===== src/rtl/serial_work_host_pkg.sv =====
`default_nettype none
// +-----------------------------------------------------------------+
// | serial_work_host_pkg                                            |
// | Shared UART state encodings and work/nonce sizing.              |
// | Rev 1.0                                                         |
// +-----------------------------------------------------------------+
package serial_work_host_pkg;

  localparam int WORK_BYTES  = 64;
  localparam int NONCE_BYTES = 4;
  localparam int WORK_BITS   = WORK_BYTES * 8;

  localparam logic [1:0] ST_IDLE  = 2'd0;
  localparam logic [1:0] ST_START = 2'd1;
  localparam logic [1:0] ST_DATA  = 2'd2;
  localparam logic [1:0] ST_STOP  = 2'd3;

  typedef logic [7:0] byte_t;

  function automatic int clks_per_bit(input int clk_hz, input int baud);
    return clk_hz / baud;
  endfunction

endpackage
`default_nettype wire


===== src/rtl/serial_work_host_if.sv =====
`default_nettype none
// +-----------------------------------------------------------------+
// | serial_work_host_if                                             |
// | Work submission, serial lines and nonce results of the host.    |
// | Rev 1.0                                                         |
// +-----------------------------------------------------------------+
interface serial_work_host_if;

  logic         work_valid;
  logic         work_ready;
  logic [255:0] midstate;
  logic [255:0] data2;
  logic         TxD;
  logic         RxD;
  logic         nonce_valid;
  logic [31:0]  nonce;
  logic         rx_frame_err;

  modport slave (
    input  work_valid, midstate, data2, RxD,
    output work_ready, TxD, nonce_valid, nonce, rx_frame_err
  );

  modport master (
    output work_valid, midstate, data2, RxD,
    input  work_ready, TxD, nonce_valid, nonce, rx_frame_err
  );

endinterface
`default_nettype wire


===== src/rtl/serial_work_host_uart_byte_rx.sv =====
`default_nettype none
// +-----------------------------------------------------------------+
// | uart_byte_rx                                                    |
// | 8N1 byte receiver with 2-flop synchroniser and start-glitch     |
// | rejection. Outputs are single-cycle strobes at the stop sample. |
// | Rev 1.0                                                         |
// +-----------------------------------------------------------------+
module uart_byte_rx
  import serial_work_host_pkg::*;
#(
  parameter int CLKS_PER_BIT = 16
) (
  input  logic  clk,
  input  logic  reset,
  input  logic  rxd_i,
  output logic  byte_valid_o,
  output byte_t byte_data_o,
  output logic  frame_err_o
);

  localparam int            CW          = $clog2(CLKS_PER_BIT);
  localparam logic [CW-1:0] C_BIT_LAST  = CW'(CLKS_PER_BIT - 1);
  localparam logic [CW-1:0] C_HALF_LAST = CW'(CLKS_PER_BIT / 2 - 1);

  logic          sync1_q, sync2_q, prev_q;
  logic [1:0]    state_q, state_d;
  logic [CW-1:0] cnt_q, cnt_d;
  logic [2:0]    bit_q, bit_d;
  byte_t         data_q, data_d;

  always_ff @(posedge clk) begin
    if (reset) begin
      sync1_q <= 1'b1;
      sync2_q <= 1'b1;
      prev_q  <= 1'b1;
      state_q <= ST_IDLE;
      cnt_q   <= '0;
      bit_q   <= '0;
      data_q  <= '0;
    end else begin
      sync1_q <= rxd_i;
      sync2_q <= sync1_q;
      prev_q  <= sync2_q;
      state_q <= state_d;
      cnt_q   <= cnt_d;
      bit_q   <= bit_d;
      data_q  <= data_d;
    end
  end

  always_comb begin
    state_d      = state_q;
    cnt_d        = cnt_q;
    bit_d        = bit_q;
    data_d       = data_q;
    byte_valid_o = 1'b0;
    frame_err_o  = 1'b0;
    case (state_q)
      ST_IDLE: begin
        if (prev_q && !sync2_q) begin
          state_d = ST_START;
          cnt_d   = '0;
        end
      end
      ST_START: begin
        // Line back high at mid start bit means it was noise, not a frame.
        if (cnt_q == C_HALF_LAST) begin
          cnt_d   = '0;
          bit_d   = '0;
          state_d = sync2_q ? ST_IDLE : ST_DATA;
        end else begin
          cnt_d = cnt_q + 1'b1;
        end
      end
      ST_DATA: begin
        if (cnt_q == C_BIT_LAST) begin
          cnt_d  = '0;
          data_d = {sync2_q, data_q[7:1]};
          if (bit_q == 3'd7) state_d = ST_STOP;
          else               bit_d   = bit_q + 3'd1;
        end else begin
          cnt_d = cnt_q + 1'b1;
        end
      end
      default: begin
        if (cnt_q == C_BIT_LAST) begin
          cnt_d        = '0;
          state_d      = ST_IDLE;
          byte_valid_o = sync2_q;
          frame_err_o  = !sync2_q;
        end else begin
          cnt_d = cnt_q + 1'b1;
        end
      end
    endcase
  end

  assign byte_data_o = data_q;

endmodule
`default_nettype wire


===== src/rtl/serial_work_host.sv =====
`default_nettype none
// +-----------------------------------------------------------------+
// | serial_work_host                                                |
// | Serialises 64-byte work units onto TxD and assembles 4-byte     |
// | golden nonces from RxD. Both directions run independently.      |
// | Rev 1.0                                                         |
// +-----------------------------------------------------------------+
module serial_work_host
  import serial_work_host_pkg::*;
#(
  parameter int CLK_HZ          = 50000000,
  parameter int BAUD            = 115200,
  parameter int RX_TIMEOUT_BITS = 40
) (
  input  logic               clk,
  input  logic               reset,
  serial_work_host_if.slave  bus
);

  localparam int            CLKS_PER_BIT = clks_per_bit(CLK_HZ, BAUD);
  localparam int            BW           = $clog2(CLKS_PER_BIT);
  localparam logic [BW-1:0] C_BIT_LAST   = BW'(CLKS_PER_BIT - 1);
  localparam logic [5:0]    C_LAST_BYTE  = 6'(WORK_BYTES - 1);
  localparam int            TIMEOUT_CLKS = RX_TIMEOUT_BITS * CLKS_PER_BIT;
  localparam int            IW           = $clog2(TIMEOUT_CLKS + 1);
  localparam logic [IW-1:0] C_TIMEOUT    = IW'(TIMEOUT_CLKS);

  // ---------------- transmit ----------------
  logic [1:0]           tx_state_q, tx_state_d;
  logic [BW-1:0]        tx_cnt_q, tx_cnt_d;
  logic [2:0]           tx_bit_q, tx_bit_d;
  logic [5:0]           tx_byte_q, tx_byte_d;
  logic [WORK_BITS-1:0] tx_shift_q, tx_shift_d;
  byte_t                w_tx_byte;
  logic                 w_txd;

  always_ff @(posedge clk) begin
    if (reset) begin
      tx_state_q <= ST_IDLE;
      tx_cnt_q   <= '0;
      tx_bit_q   <= '0;
      tx_byte_q  <= '0;
      tx_shift_q <= '0;
    end else begin
      tx_state_q <= tx_state_d;
      tx_cnt_q   <= tx_cnt_d;
      tx_bit_q   <= tx_bit_d;
      tx_byte_q  <= tx_byte_d;
      tx_shift_q <= tx_shift_d;
    end
  end

  always_comb begin
    tx_state_d = tx_state_q;
    tx_cnt_d   = tx_cnt_q;
    tx_bit_d   = tx_bit_q;
    tx_byte_d  = tx_byte_q;
    tx_shift_d = tx_shift_q;
    case (tx_state_q)
      ST_IDLE: begin
        if (bus.work_valid) begin
          tx_shift_d = {bus.midstate, bus.data2};
          tx_state_d = ST_START;
          tx_cnt_d   = '0;
          tx_byte_d  = '0;
        end
      end
      ST_START: begin
        if (tx_cnt_q == C_BIT_LAST) begin
          tx_cnt_d   = '0;
          tx_bit_d   = '0;
          tx_state_d = ST_DATA;
        end else begin
          tx_cnt_d = tx_cnt_q + 1'b1;
        end
      end
      ST_DATA: begin
        if (tx_cnt_q == C_BIT_LAST) begin
          tx_cnt_d = '0;
          if (tx_bit_q == 3'd7) tx_state_d = ST_STOP;
          else                  tx_bit_d   = tx_bit_q + 3'd1;
        end else begin
          tx_cnt_d = tx_cnt_q + 1'b1;
        end
      end
      default: begin
        if (tx_cnt_q == C_BIT_LAST) begin
          tx_cnt_d = '0;
          if (tx_byte_q == C_LAST_BYTE) begin
            tx_state_d = ST_IDLE;
          end else begin
            tx_byte_d  = tx_byte_q + 6'd1;
            tx_shift_d = tx_shift_q << 8;
            tx_state_d = ST_START;
          end
        end else begin
          tx_cnt_d = tx_cnt_q + 1'b1;
        end
      end
    endcase
  end

  // The byte on the wire is always the top byte of the shift register.
  assign w_tx_byte = tx_shift_q[WORK_BITS-1 -: 8];

  always_comb begin
    w_txd = 1'b1;
    case (tx_state_q)
      ST_START: w_txd = 1'b0;
      ST_DATA:  w_txd = w_tx_byte[tx_bit_q];
      default:  w_txd = 1'b1;
    endcase
  end

  assign bus.TxD        = w_txd;
  assign bus.work_ready = (tx_state_q == ST_IDLE);

  // ---------------- receive ----------------
  logic          w_byte_valid, w_frame_err;
  byte_t         w_byte_data;
  logic [1:0]    idx_q, idx_d;
  logic [23:0]   acc_q, acc_d;
  logic [31:0]   nonce_q, nonce_d;
  logic          nonce_valid_q, nonce_valid_d;
  logic          frame_err_q;
  logic [IW-1:0] idle_q, idle_d;

  uart_byte_rx #(
    .CLKS_PER_BIT (CLKS_PER_BIT)
  ) u_rx (
    .clk          (clk),
    .reset        (reset),
    .rxd_i        (bus.RxD),
    .byte_valid_o (w_byte_valid),
    .byte_data_o  (w_byte_data),
    .frame_err_o  (w_frame_err)
  );

  always_ff @(posedge clk) begin
    if (reset) begin
      idx_q         <= '0;
      acc_q         <= '0;
      nonce_q       <= '0;
      nonce_valid_q <= 1'b0;
      frame_err_q   <= 1'b0;
      idle_q        <= '0;
    end else begin
      idx_q         <= idx_d;
      acc_q         <= acc_d;
      nonce_q       <= nonce_d;
      nonce_valid_q <= nonce_valid_d;
      frame_err_q   <= w_frame_err;
      idle_q        <= idle_d;
    end
  end

  always_comb begin
    idx_d         = idx_q;
    acc_d         = acc_q;
    nonce_d       = nonce_q;
    nonce_valid_d = 1'b0;
    idle_d        = (idle_q == C_TIMEOUT) ? idle_q : idle_q + 1'b1;
    if (w_byte_valid) begin
      idle_d = '0;
      if (idx_q == 2'd3) begin
        nonce_d       = {w_byte_data, acc_q};
        nonce_valid_d = 1'b1;
        idx_d         = '0;
      end else begin
        case (idx_q)
          2'd0:    acc_d[7:0]   = w_byte_data;
          2'd1:    acc_d[15:8]  = w_byte_data;
          default: acc_d[23:16] = w_byte_data;
        endcase
        idx_d = idx_q + 2'd1;
      end
    end else if (w_frame_err) begin
      idx_d = '0;
    end else if (idle_q == C_TIMEOUT && idx_q != 2'd0) begin
      // Stale partial nonce is dropped silently.
      idx_d = '0;
    end
  end

  assign bus.nonce        = nonce_q;
  assign bus.nonce_valid  = nonce_valid_q;
  assign bus.rx_frame_err = frame_err_q;

endmodule
`default_nettype wire

===== src/flat_wrapper.sv =====
// flat-port wrapper written by rule: the top's interface ports become plain ports
module serial_work_host_flat import serial_work_host_pkg::*;
#(
  parameter int CLK_HZ          = 50000000,
  parameter int BAUD            = 115200,
  parameter int RX_TIMEOUT_BITS = 40
)
  (clk, reset, bus_work_valid, bus_midstate, bus_data2, bus_RxD, bus_work_ready, bus_TxD, bus_nonce_valid, bus_nonce, bus_rx_frame_err);
  serial_work_host_if bus_i ();
  input  logic clk;
  input  logic reset;
  input wire logic [$bits(bus_i.work_valid)-1:0] bus_work_valid;
  input wire logic [$bits(bus_i.midstate)-1:0] bus_midstate;
  input wire logic [$bits(bus_i.data2)-1:0] bus_data2;
  input wire logic [$bits(bus_i.RxD)-1:0] bus_RxD;
  output wire logic [$bits(bus_i.work_ready)-1:0] bus_work_ready;
  output wire logic [$bits(bus_i.TxD)-1:0] bus_TxD;
  output wire logic [$bits(bus_i.nonce_valid)-1:0] bus_nonce_valid;
  output wire logic [$bits(bus_i.nonce)-1:0] bus_nonce;
  output wire logic [$bits(bus_i.rx_frame_err)-1:0] bus_rx_frame_err;
  assign bus_i.work_valid = bus_work_valid;
  assign bus_i.midstate = bus_midstate;
  assign bus_i.data2 = bus_data2;
  assign bus_i.RxD = bus_RxD;
  assign bus_work_ready = bus_i.work_ready;
  assign bus_TxD = bus_i.TxD;
  assign bus_nonce_valid = bus_i.nonce_valid;
  assign bus_nonce = bus_i.nonce;
  assign bus_rx_frame_err = bus_i.rx_frame_err;
  serial_work_host #(.CLK_HZ(CLK_HZ), .BAUD(BAUD), .RX_TIMEOUT_BITS(RX_TIMEOUT_BITS)) u_core (.clk(clk), .reset(reset), .bus(bus_i));
endmodule

===== config.mk =====
export PLATFORM = sky130hd
export DESIGN_NAME = serial_work_host_flat
export DESIGN_NICKNAME = d
export VERILOG_FILES = /design/src/rtl/serial_work_host_pkg.sv /design/src/rtl/serial_work_host_if.sv /design/src/rtl/serial_work_host_uart_byte_rx.sv /design/src/rtl/serial_work_host.sv /design/src/flat_wrapper.sv
export SDC_FILE = /design/constraint.sdc
export NUM_CORES = 2
export LEC_CHECK = 0
export CORE_MARGIN = 10
export CORE_UTILIZATION = 54
export DETAILED_ROUTE_END_ITERATION = 10
export PLACE_DENSITY = 0.81
export RECOVER_POWER = 25
export SLEW_MARGIN = 5
export SYNTH_ARGS = -nofsm -noshare
export SYNTH_HDL_FRONTEND = slang
export SYNTH_HIERARCHICAL = 1
export SYNTH_SLANG_ARGS = --single-unit

===== constraint.sdc =====
create_clock -name clk -period 2.4 [get_ports clk]
set_input_delay 0.24 -clock clk [delete_from_list [all_inputs] [get_ports clk]]
set_output_delay 0.24 -clock clk [all_outputs]
set_load 0.03 [all_outputs]

==> results.txt <==
parity-gate share of the synthesized area counting xor and xnor cells = 0.304%
launch point of the critical path = u_core/tx_state_q[0]
peak clock frequency supported by timing = 421 MHz
ratio of routed vias to standard cells = 6.42
die area = 0.0688 mm^2
total number of vias = 27200
chip height = 262 um
part of the Yosys area used for sequential elements = 39.9%
complex-gate fraction of the synthesized area = 31.3%
simple-gate share of the synthesized area = 4.49%
worst min path class = in -> reg
utilization of the core after routing = 69.3%
number of cell rows = 88
clock transition at the register clock pins on the worst setup and hold paths after CTS = 0.06 ns
antenna viol nets, final = 0
area of the core = 0.0579 mm^2
grt ovf = 0
Least-Margin Pin Slew = 1.06 ns
share of the clock period used by the worst path = 98.9%
Overall Global Routing Usage = 26.9%
setup repair after global routing missed its margin = yes
worst-case clock buffer depth = 3
GR Util met3 = 5.39%
wire per inst = 23.6 um
Detailed Route WL = 99900 um
number of distinct standard cells referenced by the synthesized netlist = 65
buffer cell driving the clock tree root = sky130_fd_sc_hd__clkbuf_16
number of input and output port buffers inserted = 551
leading post-synthesis cells by cell area = sky130_fd_sc_hd__dfxtp_1, sky130_fd_sc_hd__mux2i_1, sky130_fd_sc_hd__a211oi_2
worst-case headroom to the max-slew limit = 29.0%
clock tree from TritonCTS = built
critical path data arrival time = 2.84 ns
final setup fails = 0
met2 Resource Use GR = 44.0%
startpoint class of the critical path = register
share of synthesized cell area in full adder, half adder and majority cells = 0.789%
DRC Markers = 0
power per unit of standard cell area = 1440 mW/mm^2
worst hold path startpoint = reset
number of detailed-route iterations in the first pass = 5
max_cap viols = 0
number of warnings reported in the yosys synthesis log = 6
flops & latches, synth = 632
WP data required = 2.86 ns
final-stage net count = 3934
Starting Density = 54.8%
Placed Cells incl. Taps = 4088
Reg-to-Reg Start = u_core/tx_state_q[0]
fraction of synthesis flops using an asynchronous set or reset pin = 0%
post-synthesis mux area share = 16.1%
final instance area = 0.0401 mm^2
Synth Area per Inst = 10.5 um^2
type of the setup path with the least slack = reg -> reg
wire length of the first global-routing pass = 154000 um
gp weighted congestion = 0.918
Post-synth top flop = sky130_fd_sc_hd__dfxtp_1
nets in the synthesized netlist = 3560
result of the run = completed
critical path endpoint category = register
number of global-route vias before repair = 27500
Post-Synthesis Cells = 3024
post-layout min period = 2.37 ns
largest family of logic cells by synthesized area = compound AO/OA/AOI/OAI gates
HPWL reported at the end of detailed placement = 68100 um
count of final max-slew check failures = 0
initial antenna violation count = 23
number of buffers added by the clock tree synthesis step = 67
1st-iter DRT viols = 2274
number of top-level design ports = 552
leakage dissipation = 0.0161 uW
peak-usage layer in the global routing report = met2
EDFF count, synth = 0
hold violation total from the final report = 0
pin count of the biggest net entering global routing = 151
VDD IR-drop max = 1.03 mV
area growth from synthesis to final layout = 26.5%
insertion delay to the later sink of the worst-skew pair = 0.61 ns
worst setup skew after layout = 0.0257 ns
fraction of post-synthesis cell area in the top cell type by area = 39.9%
dominant cell type by area after synthesis = sky130_fd_sc_hd__dfxtp_1
post-layout instance count excluding filler cells = 4228
die width = 262 um
share of cells above drive strength 1 = 19.3%
met1 Track Usage GR = 33.3%
count of H-tree levels built during CTS = 3
largest fanout of any net on the critical path = 74
cell area after synthesis = 0.0317 mm^2
CTS sink count = 632
final hold slack = 0.159 ns
placed inst area = 0.0377 mm^2
## cells in the mapped netlist, types with 5 or more instances
master / n
sky130_fd_sc_hd__nor4_1: 5
sky130_fd_sc_hd__buf_2: 28
sky130_fd_sc_hd__o21a_1: 5
sky130_fd_sc_hd__and2_1: 6
sky130_fd_sc_hd__and3_1: 7
sky130_fd_sc_hd__nand3b_1: 5
sky130_fd_sc_hd__nor3_1: 11
sky130_fd_sc_hd__dfxtp_1: 632
sky130_fd_sc_hd__nor2_1: 30
sky130_fd_sc_hd__nor2b_1: 6
sky130_fd_sc_hd__a21oi_1: 87
sky130_fd_sc_hd__a22o_1: 8
sky130_fd_sc_hd__clkbuf_1: 248
sky130_fd_sc_hd__a211oi_1: 107
sky130_fd_sc_hd__a211oi_2: 400
sky130_fd_sc_hd__or3_1: 5
sky130_fd_sc_hd__o22ai_1: 9
sky130_fd_sc_hd__nand4_1: 13
sky130_fd_sc_hd__buf_1: 6
sky130_fd_sc_hd__inv_1: 22
sky130_fd_sc_hd__a311oi_1: 5
sky130_fd_sc_hd__nand2b_1: 11
sky130_fd_sc_hd__buf_6: 87
sky130_fd_sc_hd__a31oi_1: 509
sky130_fd_sc_hd__nand2_1: 135
sky130_fd_sc_hd__nand3_1: 36
sky130_fd_sc_hd__xor2_1: 7
sky130_fd_sc_hd__mux2i_1: 507
sky130_fd_sc_hd__ha_1: 20
## worst paths after layout
check             slack [ns]  cells after the start                endpoint
setup / recovery        0.03                      6  u_core/tx_shift_q[312]
hold / removal          0.16                      2      u_core/tx_cnt_q[0]
setup reg to reg        0.03                      6  u_core/tx_shift_q[312]
hold reg to reg         0.42                      1     u_core/u_rx/sync2_q
## registers in the layout, indices dropped and copies added (netlist names)
signal	cells
u_core/u_rx/sync1_q	1
u_core/idx_q	2
u_core/bus.rx_frame_err	1
u_core/idle_q	15
u_core/u_rx/sync2_q	1
u_core/tx_bit_q	3
u_core/tx_cnt_q	9
u_core/tx_byte_q	6
u_core/u_rx/byte_data_o	8
u_core/bus.nonce_valid	1
u_core/u_rx/prev_q	1
u_core/u_rx/bit_q	3
u_core/tx_state_q	2
u_core/tx_shift_q	512
u_core/acc_q	24
u_core/bus.nonce	32
u_core/u_rx/state_q	2
u_core/u_rx/cnt_q	9
## final cells by class
class | count | area, um^2
antenna | 15 | 37.5
sequential | 632 | 12700
clock inverter | 26 | 285
multi-input combinational | 1993 | 16800
inverter | 22 | 90.1
timing repair buffer | 682 | 7270
fill | 4161 | 17800
clock buffer | 93 | 1980
tap | 765 | 957
## cell usage in the layout, fill, tap and decap left out, types with 5 or more instances in the layout
cell type	netlist	final
sky130_fd_sc_hd__nand4_1	13	13
sky130_fd_sc_hd__clkinv_2	0	13
sky130_fd_sc_hd__a31oi_1	509	508
sky130_fd_sc_hd__nor2_1	30	30
sky130_fd_sc_hd__buf_12	0	57
sky130_fd_sc_hd__clkbuf_1	248	12
sky130_fd_sc_hd__a21oi_1	87	88
sky130_fd_sc_hd__dfxtp_1	632	631
sky130_fd_sc_hd__a22o_1	8	8
sky130_fd_sc_hd__a311oi_1	5	5
sky130_fd_sc_hd__a211oi_1	107	107
sky130_fd_sc_hd__mux2i_1	507	506
sky130_fd_sc_hd__ha_1	20	18
sky130_fd_sc_hd__dlygate4sd3_1	0	34
sky130_fd_sc_hd__and3_1	7	6
sky130_fd_sc_hd__buf_4	4	65
sky130_fd_sc_hd__nor4_1	5	6
sky130_fd_sc_hd__clkbuf_8	0	14
sky130_fd_sc_hd__xor2_1	7	7
sky130_fd_sc_hd__inv_1	22	21
sky130_fd_sc_hd__nor2b_1	6	5
sky130_fd_sc_hd__clkbuf_16	0	71
sky130_fd_sc_hd__a211oi_2	400	400
sky130_fd_sc_hd__o21a_1	5	5
sky130_fd_sc_hd__nand2_1	135	135
sky130_fd_sc_hd__nand3_1	36	36
sky130_fd_sc_hd__nor3_1	11	10
sky130_fd_sc_hd__and2_1	6	6
sky130_fd_sc_hd__nand3b_1	5	5
sky130_fd_sc_hd__o22ai_1	9	9
sky130_fd_sc_hd__or3_1	5	5
sky130_fd_sc_hd__nand2b_1	11	11
sky130_fd_sc_hd__diode_2	0	15
sky130_fd_sc_hd__clkdlybuf4s50_1	0	514
## cells by family (layout without fill, tap and decap cells)
family          count (synthesis)  in the layout
xor+xnor                       11             11
compound gates               1164           1164
flops                         632            632
simple gates                  289            289
mux                           509            509
fa+ha+maj                      20             20
buf+inv                       399            823
other cells                     0             15
## repair_timing
action,in CTS,in global routing
hold buffers,0,0
endpoints found under the setup margin,8,120
gates cloned,0,2
setup buffers,0,4
resized for setup,8,8
## report_power, final
group	internal, uW	switching [uW]	leakage, uW	total, uW
registers	14900	2650	0.00521	17600
logic	12900	16600	0.00974	29600
clock network	6230	4450	0.00112	10700
total	34100	23700	0.0161	57800
## per-layer routing
metal  routed length, um  share of wire [%]
met3                6180                6.2
met5                  94              0.094
met4                3940                3.9
met2               48600                 49
met1               41100                 41
## per-stage QoR
stage,total power (uW),TNS [ns],worst slack (ns)
detailed placement,46500,0,0.0550
finish,57800,0,0.0254
CTS,57400,0,0.0175
global placement,45300,0,0.161
floorplan,40300,0,0.000413
global route,60800,-0.0218,-0.00970
## critical path, stage by stage (launching register included)
cell and delay [ns]:
sky130_fd_sc_hd__dfxtp_1 0.35, sky130_fd_sc_hd__inv_1 0.13, sky130_fd_sc_hd__ha_4 0.25, sky130_fd_sc_hd__buf_12 0.36
sky130_fd_sc_hd__buf_16 0.40, sky130_fd_sc_hd__mux2i_1 0.41, sky130_fd_sc_hd__a211oi_2 0.12
Note: power is estimated with default switching activity, not from simulation.
